$ cat src/rtl/axi_lite_seq_pkg.sv
// axi_lite_seq_pkg: shared FSM state and AXI response encodings for the sequencer
package axi_lite_seq_pkg;

    typedef enum logic [1:0] {ST_IDLE, ST_ISSUE, ST_DRAIN, ST_DONE} state_e;

    localparam logic [1:0] RESP_OKAY   = 2'b00;
    localparam logic [1:0] RESP_EXOKAY = 2'b01;
    localparam logic [1:0] RESP_SLVERR = 2'b10;
    localparam logic [1:0] RESP_DECERR = 2'b11;

    function automatic logic resp_is_err(input logic [1:0] resp);
        return resp == RESP_SLVERR || resp == RESP_DECERR;
    endfunction

endpackage

$ cat src/rtl/axi_lite_seq_master.sv
// axi_lite_seq_master: issues COUNT AXI-lite reads or writes at base+i*stride and tallies the responses
module axi_lite_seq_master
    import axi_lite_seq_pkg::*;
#(
    parameter int ADDR_WIDTH      = 32,
    parameter int DATA_WIDTH      = 32,
    parameter int CNT_WIDTH       = 16,
    parameter int MAX_OUTSTANDING = 4
) (
    input  logic                    clk_i,
    input  logic                    rst_ni,
    input  logic                    start_i,
    input  logic                    write_i,
    input  logic [ADDR_WIDTH-1:0]   base_addr_i,
    input  logic [ADDR_WIDTH-1:0]   stride_i,
    input  logic [CNT_WIDTH-1:0]    count_i,
    input  logic [DATA_WIDTH-1:0]   wdata_seed_i,
    input  logic [DATA_WIDTH-1:0]   wdata_incr_i,
    output logic                    busy_o,
    output logic                    done_o,
    output logic                    error_o,
    output logic [CNT_WIDTH-1:0]    err_count_o,
    output logic [CNT_WIDTH-1:0]    rsp_count_o,
    output logic [DATA_WIDTH-1:0]   rdata_sum_o,
    output logic [DATA_WIDTH-1:0]   last_rdata_o,
    output logic [ADDR_WIDTH-1:0]   aw_addr_o,
    output logic                    aw_valid_o,
    input  logic                    aw_ready_i,
    output logic [DATA_WIDTH-1:0]   w_data_o,
    output logic [DATA_WIDTH/8-1:0] w_strb_o,
    output logic                    w_valid_o,
    input  logic                    w_ready_i,
    input  logic [1:0]              b_resp_i,
    input  logic                    b_valid_i,
    output logic                    b_ready_o,
    output logic [ADDR_WIDTH-1:0]   ar_addr_o,
    output logic                    ar_valid_o,
    input  logic                    ar_ready_i,
    input  logic [DATA_WIDTH-1:0]   r_data_i,
    input  logic [1:0]              r_resp_i,
    input  logic                    r_valid_i,
    output logic                    r_ready_o
);

    localparam int OW = $clog2(MAX_OUTSTANDING + 1);
    localparam logic [OW-1:0] MAX_O = OW'(MAX_OUTSTANDING);

    state_e                  state_q, state_d;
    logic                    write_q, write_d;
    logic [ADDR_WIDTH-1:0]   addr_q, addr_d, stride_q, stride_d;
    logic [DATA_WIDTH-1:0]   data_q, data_d, incr_q, incr_d;
    logic [CNT_WIDTH-1:0]    count_q, count_d, idx_q, idx_d;
    logic [OW-1:0]           outs_q, outs_d;
    logic                    aw_done_q, aw_done_d, w_done_q, w_done_d;
    logic                    error_q, error_d;
    logic [CNT_WIDTH-1:0]    err_cnt_q, err_cnt_d, rsp_cnt_q, rsp_cnt_d;
    logic [DATA_WIDTH-1:0]   sum_q, sum_d, last_q, last_d;

    logic slot, aw_hs, w_hs, ar_hs, b_hs, r_hs, issued, rsp, rsp_err, last;

    // A slot is open only while issuing below the in-flight limit; once a valid rises the
    // limit cannot tighten before that issue completes, so valids stay up until ready.
    assign slot       = state_q == ST_ISSUE && outs_q < MAX_O;
    assign aw_valid_o = slot && write_q && !aw_done_q;
    assign w_valid_o  = slot && write_q && !w_done_q;
    assign ar_valid_o = slot && !write_q;
    assign aw_addr_o  = addr_q;
    assign ar_addr_o  = addr_q;
    assign w_data_o   = data_q;
    assign w_strb_o   = '1;
    assign busy_o     = state_q == ST_ISSUE || state_q == ST_DRAIN;
    assign done_o     = state_q == ST_DONE;
    assign b_ready_o  = busy_o && write_q;
    assign r_ready_o  = busy_o && !write_q;
    assign error_o      = error_q;
    assign err_count_o  = err_cnt_q;
    assign rsp_count_o  = rsp_cnt_q;
    assign rdata_sum_o  = sum_q;
    assign last_rdata_o = last_q;

    assign aw_hs   = aw_valid_o && aw_ready_i;
    assign w_hs    = w_valid_o && w_ready_i;
    assign ar_hs   = ar_valid_o && ar_ready_i;
    assign b_hs    = b_valid_i && b_ready_o;
    assign r_hs    = r_valid_i && r_ready_o;
    assign issued  = write_q ? slot && (aw_done_q || aw_hs) && (w_done_q || w_hs) : ar_hs;
    assign rsp     = b_hs || r_hs;
    assign rsp_err = (b_hs && resp_is_err(b_resp_i)) || (r_hs && resp_is_err(r_resp_i));
    assign last    = idx_q == count_q - CNT_WIDTH'(1);

    // Next-state: issue bookkeeping, response accounting, FSM transitions and start-time latching.
    always_comb begin
        state_d   = state_q;
        write_d   = write_q;
        addr_d    = addr_q;
        stride_d  = stride_q;
        data_d    = data_q;
        incr_d    = incr_q;
        count_d   = count_q;
        idx_d     = idx_q;
        outs_d    = outs_q + OW'(issued) - OW'(rsp);
        aw_done_d = issued ? 1'b0 : aw_done_q || aw_hs;
        w_done_d  = issued ? 1'b0 : w_done_q || w_hs;
        error_d   = error_q || rsp_err;
        err_cnt_d = err_cnt_q + CNT_WIDTH'(rsp_err);
        rsp_cnt_d = rsp_cnt_q + CNT_WIDTH'(rsp);
        sum_d     = r_hs ? sum_q + r_data_i : sum_q;
        last_d    = r_hs ? r_data_i : last_q;
        if (issued) begin
            idx_d  = idx_q + CNT_WIDTH'(1);
            addr_d = addr_q + stride_q;
            data_d = data_q + incr_q;
        end
        case (state_q)
            ST_IDLE: if (start_i) begin
                state_d   = count_i != '0 ? ST_ISSUE : ST_DONE;
                write_d   = write_i;
                addr_d    = base_addr_i;
                stride_d  = stride_i;
                data_d    = wdata_seed_i;
                incr_d    = wdata_incr_i;
                count_d   = count_i;
                idx_d     = '0;
                outs_d    = '0;
                aw_done_d = 1'b0;
                w_done_d  = 1'b0;
                error_d   = 1'b0;
                err_cnt_d = '0;
                rsp_cnt_d = '0;
                sum_d     = '0;
                last_d    = '0;
            end
            ST_ISSUE: state_d = issued && last ? ST_DRAIN : ST_ISSUE;
            ST_DRAIN: state_d = outs_q == '0 ? ST_DONE : ST_DRAIN;
            default:  state_d = ST_IDLE;
        endcase
    end

    // State register; reset aborts any sequence and clears every output.
    always_ff @(posedge clk_i or negedge rst_ni) begin
        if (!rst_ni) begin
            state_q   <= ST_IDLE;
            write_q   <= 1'b0;
            addr_q    <= '0;
            stride_q  <= '0;
            data_q    <= '0;
            incr_q    <= '0;
            count_q   <= '0;
            idx_q     <= '0;
            outs_q    <= '0;
            aw_done_q <= 1'b0;
            w_done_q  <= 1'b0;
            error_q   <= 1'b0;
            err_cnt_q <= '0;
            rsp_cnt_q <= '0;
            sum_q     <= '0;
            last_q    <= '0;
        end else begin
            state_q   <= state_d;
            write_q   <= write_d;
            addr_q    <= addr_d;
            stride_q  <= stride_d;
            data_q    <= data_d;
            incr_q    <= incr_d;
            count_q   <= count_d;
            idx_q     <= idx_d;
            outs_q    <= outs_d;
            aw_done_q <= aw_done_d;
            w_done_q  <= w_done_d;
            error_q   <= error_d;
            err_cnt_q <= err_cnt_d;
            rsp_cnt_q <= rsp_cnt_d;
            sum_q     <= sum_d;
            last_q    <= last_d;
        end
    end

endmodule
$ cat config.mk
export PLATFORM = sky130hd
export DESIGN_NAME = axi_lite_seq_master
export DESIGN_NICKNAME = d
export VERILOG_FILES = /design/src/rtl/axi_lite_seq_pkg.sv /design/src/rtl/axi_lite_seq_master.sv
export SDC_FILE = /design/constraint.sdc
export NUM_CORES = 1
export LEC_CHECK = 0
export CAP_MARGIN = 20
export CORE_MARGIN = 8
export CORE_UTILIZATION = 50
export CTS_BUF_LIST = sky130_fd_sc_hd__clkbuf_8
export CTS_CLUSTER_SIZE = 14
export DETAILED_ROUTE_END_ITERATION = 8
export PLACE_DENSITY = 0.81
export SETUP_SLACK_MARGIN = 0.05
export SLEW_MARGIN = 20
export SYNTH_ARGS = -nofsm -noshare
export SYNTH_HDL_FRONTEND = slang
export SYNTH_SLANG_ARGS = --single-unit
$ cat constraint.sdc
create_clock -name clk_i -period 8.4 [get_ports clk_i]
set_input_delay 2.1 -clock clk_i [delete_from_list [all_inputs] [get_ports clk_i]]
set_output_delay 2.1 -clock clk_i [all_outputs]
set_load 0.02 [all_outputs]
After elaboration in Yosys (flattened, before gate mapping)
Cells that the tools add are included.
{"block": "op_classes", "n_addsub": 9, "magnitude_cmp": 1, "eq_ne": 9, "mux": 35, "reduce_logical": 32}
{"operator": "32-bit 2-to-1 mux", "n": 12}
{"operator": "16-bit 2-to-1 mux", "n": 7}
{"operator": "32-bit adder", "n": 3}
{"operator": "16-bit by 1-bit adder with 16-bit output", "n": 2}
{"operator": "1-bit logical AND", "n": 17}
{"operator": "16-bit by 1-bit adder with 16-bit output (second input constant)", "n": 1}
{"operator": "16-bit equality test", "n": 1}
{"operator": "16-bit nonzero test", "n": 1}
{"operator": "16-bit by 1-bit subtractor with 16-bit output (second input constant)", "n": 1}
{"operator": "2-bit equality test (second input constant)", "n": 6}
{"operator": "1-bit 2-to-1 mux", "n": 10}
{"operator": "1-bit logical OR", "n": 8}
{"operator": "2-bit 2-to-1 mux", "n": 3}
{"operator": "3-bit 2-to-1 mux", "n": 2}
{"operator": "2-bit one-hot mux with 3 select lines", "n": 1}
{"operator": "3-bit by 1-bit adder with 3-bit output", "n": 1}
{"operator": "1-bit logical NOT", "n": 3}
{"operator": "3-bit logical NOT", "n": 1}
{"operator": "3-bit < comparator (second input constant)", "n": 1}
{"operator": "3-bit by 1-bit subtractor with 3-bit output", "n": 1}
{"operator": "2-bit by 1-bit equality test with 1-bit output (second input constant)", "n": 1}
{"operator": "2-bit logical NOT", "n": 1}
{"operator": "2-bit != test (second input constant)", "n": 1}
{"operator": "2-bit AND reduction", "n": 1}
{"block": "totals", "register_bits": 265, "input_bits": 189, "out_inout_bits": 204, "elab_cells": 102}

Logic depth before layout (Yosys ltp)
Gate-level depths: netlist (run 1).
{"block": "depth", "ltp_word": 13, "mapped_depth": 16, "mapped_depth_nobuf": 14}

Worst setup path before layout (run 1)
Ideal clock, no wire load.
{"block": "synth_timing", "path_kind": "input to register", "from": "in r_data_i[0]", "to": "reg sum_q[30] (netlist: rdata_sum_o[30])", "setup_ps": 120, "t_arrival_ps": 4474, "required_time_ps": 8280, "path_slack_ps": 3806, "stages": 12, "path_buffers": 0, "cell_sequence": "ha_1 -> fa_1 -> a21o_1 -> a21oi_1 -> o21ai_0 -> a41oi_1 -> o211ai_1 -> nand2_1 -> a31oi_1 -> a311oi_1 -> mux2i_1 -> nor2_1"}
{"block": "synth_between", "elab_chain_cells": 4}
{"item": "from (decl)", "line_no": "axi_lite_seq_master.sv:39", "rtl": "input logic [DATA_WIDTH-1:0] r_data_i,"}
{"item": "32-bit adder (*)", "line_no": "axi_lite_seq_master.sv:107", "rtl": "sum_d = r_hs ? sum_q + r_data_i : sum_q;"}
{"item": "32-bit 2-to-1 mux (*)", "line_no": "axi_lite_seq_master.sv:107"}
{"item": "32-bit 2-to-1 mux", "line_no": "axi_lite_seq_master.sv:115", "rtl": "ST_IDLE: if (start_i) begin"}
{"item": "32-bit 2-to-1 mux (*)", "line_no": "axi_lite_seq_master.sv:114", "rtl": "case (state_q)"}
{"item": "net sum_d[30]", "line_no": "axi_lite_seq_master.sv:57", "rtl": "logic [DATA_WIDTH-1:0] sum_q, sum_d, last_q, last_d;"}
{"item": "to (signal assigned)", "line_no": "axi_lite_seq_master.sv:173", "rtl": "sum_q <= sum_d;"}
{"item": "to (decl)", "line_no": "axi_lite_seq_master.sv:57"}
Mark *: on every way through the listed nets, which the timed path passes. The rest lies on a longest branch.
A chain may end at the register's enable or synchronous reset.

Worst setup path after layout (run 1)
{"block": "layout_timing", "from": "in r_data_i[1]", "to": "reg sum_q[31] (netlist: rdata_sum_o[31])"}
Same word-level chain as after synthesis.

==> results of run 1 <==
## worst reg2reg max path, delay by kind of cell (launching register included)
kind,cells,cell delay (ns)
mux,1,0.17
compound gates,7,1.86
flops,1,0.38
simple gates,2,0.36
fa+ha+maj,2,0.59
buf+inv,1,0.06
## through the flow
stage / setup WS [ns] / hold WS (ns) / instances
finish: 3.30 / 0.482 / 2728
detailed placement: 2.78 / 0.467 / 2635
floorplan: 3.81 / 0.450 / 1949
global route: 3.17 / 0.507 / 2728
global placement: 2.94 / 0.464 / 2635
CTS: 3.40 / 0.485 / 2719
## Yosys cell counts, types with 3 or more instances
cell type,n
a211o_1,4
a211oi_1,18
a21o_1,42
a21oi_1,200
a311oi_1,3
a31oi_1,27
and2_1,12
and3_1,14
buf_1,12
buf_4,36
clkbuf_1,69
dfrtp_1,265
fa_1,4
ha_1,105
inv_1,37
mux2i_1,5
nand2_1,467
nand2b_1,10
nand3_1,44
nand3b_1,3
nand4_1,20
nor2_1,163
nor2b_1,14
nor3_1,23
nor4_1,9
nor4b_1,3
o211ai_1,5
o21a_1,14
o21ai_0,95
o21ai_1,4
o21bai_1,8
o22ai_1,5
o311ai_0,4
o31ai_1,7
or3_1,21
xnor2_1,66
xor2_1,62
## report_power, final
| group | internal [mW] | switching (mW) | total (mW) |
|---|---|---|---|
| Combinational | 2.48 | 3.14 | 5.61 |
| Clock | 0.722 | 0.552 | 1.27 |
| Sequential | 1.83 | 0.479 | 2.31 |
## sequential cells by signal (all words and copies together) (netlist names)
register	count
ar_addr_o	32
incr_q	32
last_rdata_o	32
rdata_sum_o	32
stride_q	32
w_data_o	32
count_q	16
err_count_o	16
idx_q	16
rsp_count_o	16
outs_q	3
state_q	2
aw_done_q	1
error_o	1
w_done_q	1
write_q	1
## logic make-up (layout without fill, tap and decap cells)
| family | Yosys count | after routing | share of synthesized area [%] |
|---|---|---|---|
| buf+inv | 154 | 516 | 4.40 |
| xor+xnor | 128 | 128 | 6.92 |
| fa+ha+maj | 109 | 109 | 8.60 |
| mux | 7 | 7 | 0.448 |
| flops | 265 | 265 | 40.9 |
| simple gates | 822 | 822 | 21.8 |
| other cells | 1 | 13 | 0.0232 |
| compound gates | 460 | 460 | 16.8 |
## worst max path at each step
stage / cells after the start / start / slack (ns) / endpoint
2_1_floorplan: 12 / r_data_i[0] / 3.81 / rdata_sum_o[30]
3_3_place_gp: 12 / r_data_i[1] / 2.94 / rdata_sum_o[31]
3_5_place_dp: 12 / r_data_i[1] / 2.78 / rdata_sum_o[31]
4_1_cts: 12 / r_data_i[1] / 3.40 / rdata_sum_o[31]
5_1_grt: 12 / r_data_i[1] / 3.17 / rdata_sum_o[31]
6_report: 12 / r_data_i[1] / 3.30 / rdata_sum_o[31]
## routing by layer
layer	track usage [%]	vias up	share of wire, %	wire (um)
li1	-	7337	-	-
met1	30.0	7261	41	20200
met2	42.5	428	49	24400
met3	6.31	99	6.7	3330
met4	10.6	0	3.2	1580
met5	0	-	0	0
## cell type report
type / count / area share, %
Clock inverter: 18 / 0.461
Sequential cell: 265 / 31.4
Tap cell: 408 / 2.41
Antenna cell: 9 / 0.106
Timing Repair Buffer: 395 / 18.7
Clock buffer: 66 / 4.30
Multi-Input combinational cell: 1530 / 42.0
Inverter: 37 / 0.657
==> impl_results.md, run 1 <==
* Outcome: finished, final reports clean
* Final TNS setup at 0 ns
* Final hold violations at 0
* Ys flop type: dfrtp_1
* Synthesized instance count at 1946
* Pre-antenna DRT Iters at 6
* Largest area contributor in the netlist: dfrtp_1
* R2R Setup Slk at 4.85 ns
* Final setup fails at 0
* CTS tree: done
* Reg2Reg Depth at 13
* #FFs+latches synth at 265
* Root Driver: clkbuf_8
* Hold Path End: incr_q[24]
* Fin util at 65.7%
* Clock Path Buffers at 3
* First-pass GRT wire length at 79200 um
* Final number of max-transition violations at 0
* FFs w/ async S/R, synth at 100%
* # port buffers at 386
* Starting Density at 50.3%
* Clk_lat worst skew at 0.57 ns
* Crit-path max FO at 4
* Kind of critical path: in -> reg
* Fillers at 2587
* Sequential cell area at 6630 um^2
* Clock sinks at 265
* Slowest CP cell: a2111oi_0
* Core area at 32200 um^2
* Final Instance Area at 21100 um^2
* Ys Warns at 0
* Multi-input gate area at 8890 um^2
* CTS clock-pin slew for the worst setup and hold paths at 0.06 ns
* Overflow after GRT at 0
* Setup crit start kind: input port
* TritonCTS buffer count at 47
* Synth top area cells: dfrtp_1, nand2_1, ha_1, a21oi_1, nor2_1
* Die W at 196 um
* Tot GR Track Use at 25.0%
* Top Ports at 393
* Number of synthesized flops with an enable pin at 0
* Pwr Total at 9.20 mW
* Routability cong. at 0.906
* Lkg Pwr at 9.63 nW
* DR iter-0 viols at 827
* Clock H-tree levels at 2
* DR vias/cell at 5.54
* Cts hold-fix bufs at 0
* Mapped Area at 16200 um^2
* DRC violations left at 0
* Cell Rows at 66
* Layout Skew at 0.0236 ns
* Top Family by Delay on Critical Path: compound AO/OA/AOI/OAI gates
* P&R area growth vs syn at 30.6%
* Yosys cell types at 72
* Worst-margin pin slew at 1.03 ns
* Layout cells sized above 1 at 4.11%
* Synth top area share at 40.9%
* Syn_area_per_cell at 8.32 um^2
* Power density over the cells at 435 nW/um^2
* Sequential share of the synthesized area at 40.9%
* Setup Buffers After CTS at 0
* Worst Hold Depth at 2
* Largest net degree at the start of global routing at 152
* Final wirelength at 49500 um
* Slew margin rel. at 31.4%
* Worst min-delay path class: reg -> reg
* Worst R2R End: w_data_o[30]
* Crit-path most repeated cell: a21o_1
* Tcrit/Tclk final at 60.8%
* Crit end category: flip-flop
* Fmax at 196 MHz
* Hold Crit Start: incr_q[24]
* Max-cap violations at 0
* Vias in the first global route at 15100
* Die H at 196 um
* Area after DPL at 20100 um^2
* Worst Path Required at 8.89 ns
* Via count at 15100
* Die area at 38400 um^2
* Crit-path cells: clkdlybuf4s50_1 > ha_1 > a21o_1 > a21o_1 > a2111oi_0 > o211a_1 > o21a_1 > o31ai_1 > a211oi_1 > nor2b_1 > or4_1 > a21oi_1
* Most frequent cells in the layout: nand2_1, clkdlybuf4s50_1, dfrtp_1
* Post-DP HPWL at 35700 um
* Critical Path Max Stage Delay at 0.76 ns
* Initial antenna violation count at 9
* Fin crit period at 5.10 ns
* Worst reg2reg path startpoint: w_data_o[0]
* Post-CTS Resized at 0
* DRT antenna net count at 0
* Arrival @ worst endpoint at 5.59 ns
* Maximum vdd ir drop at 0.234 mV
* Wire per inst at 18.2 um
* Nets at 2574
* Commonest non-fill, non-tap cell in the layout: nand2_1
* RSZ-0062 raised after global routing: false
* Bufs and invs on worst path at 1
Power figures use the tool's default switching activity.
==> inputs of run 2 (changes only) <==
- CORE_UTILIZATION: 50 -> 47
- PLACE_DENSITY: 0.81 -> 0.79
- clock period: 8.4 -> 4.5 ns (I/O delays scaled with it)
==> run 2 against run 1 <==
Effect of this change: non-clock buffer count rose by 8; sequential power rose by 88%; first-iteration DRC count fell by 3.7%; register-to-register slack got worse by 4.0 ns; largest power group unchanged.
==> impl_results.md, run 2 (synthesis results as in run 1) <==
* Combinational share of power at 61.0% (about the same)
* Wire per inst at 18.1 um (-0.27%)
* RSZ-0062 raised after global routing: false
* Final wirelength at 50500 um (+2.0%)
* Worst-margin pin slew at 0.973 ns (-0.0560 ns)
* Sequential share of power at 25.1% (about the same)
* TritonCTS buffer count at 49 (+4.3%)
* Crit-path max FO at 4 (unchanged)
* Initial antenna violation count at 13 (+4)
* Fin util at 62.4% (-3.3 points)
* Cell Rows at 68 (+3.0%)
* Commonest non-fill, non-tap cell in the layout: nand2_1
* Lkg Pwr at 9.70 nW (+0.79%)
* Pre-antenna DRT Iters at 5 (-1)
* Setup crit start kind: input port
* Overflow after GRT at 0 (unchanged)
* DR vias/cell at 5.45 (-1.7%)
* Outcome: finished, final reports clean
* DRC violations left at 0 (unchanged)
* CTS clock-pin slew for the worst setup and hold paths at 0.06 ns (about the same)
* Crit end category: flip-flop
* Layout Skew at 0.0248 ns (+0.00128 ns)
* Sw Ratio at 45.6% (+0.28 points)
* Clock Path Buffers at 3 (unchanged)
* Clock sinks at 265 (unchanged)
* Die area at 40700 um^2 (+5.9%)
* Worst Path Required at 5.05 ns (-3.84 ns)
* Worst min-delay path class: in -> async
* Power density over the cells at 808 nW/um^2 (+86%)
* Arrival @ worst endpoint at 4.41 ns (-1.18 ns)
* Final hold violations at 0 (unchanged)
* Final setup fails at 0 (unchanged)
* P&R area growth vs syn at 31.8%
* Clock H-tree levels at 2 (unchanged)
* Internal at 9.39 mW (+87%)
* Tcrit/Tclk final at 85.8%
* Starting Density at 47.4% (-2.9 points)
* Maximum vdd ir drop at 0.447 mV (+91%)
* Layout cells sized above 1 at 4.60% (+0.49 points)
* Post-DP HPWL at 37200 um (+4.3%)
* Post-CTS Resized at 0 (unchanged)
* Root Driver: clkbuf_8
* Core area at 34200 um^2 (+6.2%)
* Most frequent cells in the layout: nand2_1, clkdlybuf4s50_1, dfrtp_1
* CTS tree: done
* Largest net degree at the start of global routing at 106 (-30%)
* Clock power share at 13.8% (about the same)
* Final number of max-transition violations at 0 (unchanged)
* Fmax at 259 MHz
* Tot GR Track Use at 24.3% (-0.78 points)
* Via count at 15200 (+0.54%)
* Final TNS setup at 0 ns (unchanged)
* First-pass GRT wire length at 81700 um (+3.2%)
* Vias in the first global route at 15500 (+2.7%)
* Slew margin rel. at 35.1% (+3.7 points)
* Top Ports at 393 (unchanged)
* Clk_lat worst skew at 0.63 ns (+0.06 ns)
* DR iter-0 viols at 796 (-3.7%)
* Setup Buffers After CTS at 0 (unchanged)
* Nets at 2584 (+0.39%)
* Fin crit period at 3.86 ns
* Max-cap violations at 0 (unchanged)
* # port buffers at 386 (unchanged)
* R2R Setup Slk at 0.82 ns (-4.03 ns)
* Die H at 202 um (+2.9%)
* Routability cong. at 0.899 (-0.82%)
* P_sw at 7.87 mW (+89%)
* Die W at 202 um (+2.9%)
* Kind of critical path: in -> reg
* Cts hold-fix bufs at 0 (unchanged)
* DRT antenna net count at 0 (unchanged)
## run 2: cell count changes in the layout (fill, tap and decap cells not counted)
cell	before	now
clkinvlp_4	0	1
inv_6	0	2
clkinv_2	3	5
buf_4	8	11
bufinv_16	1	0
inv_1	50	53
buf_12	1	6
## run 2: metrics by stage
stage / hold WS, ns / setup WS [ns] / std cells / cell area (um^2) / power (mW)
final: 0.460 / 0.641 / 2790 / 21300 / 17.3
after global routing: 0.491 / 0.383 / 2788 / 21300 / 18.6
after CTS: 0.470 / 0.668 / 2781 / 21300 / 17.3
after detailed placement: 0.467 / 0.0309 / 2690 / 20300 / 14.8
after global placement: 0.461 / 0.117 / 2690 / 20300 / 14.5
after floorplan: 0.450 / 0.881 / 1949 / 16200 / 11.4
## run 2: routing by layer
layer | wire [um] | vias to the layer above | global-route usage [%]
li1 | - | 7368 | -
met1 | 21100 | 7259 | 29.3
met2 | 24000 | 438 | 40.0
met3 | 3150 | 129 | 6.43
met4 | 2170 | 12 | 11.3
met5 | 81 | - | 0
## run 2: area by class of cell
class / count / area, um^2
fillers: 2907 / 12900
multi-input cells: 1530 / 8890
flip-flops and latches: 265 / 6630
repair buffers: 403 / 4070
clock buffers: 66 / 908
well taps: 455 / 569
inverters: 37 / 139
clock inverters: 25 / 114
diodes: 9 / 22.5
## run 2: final timing paths
kind / depth (start not counted) / from / to
max: 13 / r_data_i[1] / rdata_sum_o[31]
min: 1 / rst_ni / ar_addr_o[13]
max reg2reg: 11 / ar_addr_o[10] / ar_addr_o[31]
min reg2reg: 2 / stride_q[30] / stride_q[30]
max in group asynchronous: 2 / rst_ni / incr_q[15]
min in group clk_i: 2 / stride_q[30] / stride_q[30]
## run 2: critical path, cell delays in order
cell and delay [ns]:
clkdlybuf4s50_1 0.54, ha_1 0.25, a21o_1 0.15, a21o_1 0.20
a2111oi_0 0.46, buf_4 0.20, o211a_1 0.19, o21a_1 0.24
o31ai_1 0.15, a211oi_1 0.26, nor2b_1 0.09, or4_1 0.40
a21oi_1 0.15
## run 2: power by group through the flow
stage / clock [mW] / sequential [mW] / combinational [mW]
after floorplan: 0 / 4.86 / 6.56
after global placement: 0 / 4.30 / 10.2
after detailed placement: 0 / 4.35 / 10.5
after CTS: 2.45 / 4.33 / 10.5
after global routing: 2.55 / 4.48 / 11.6
final: 2.39 / 4.34 / 10.5
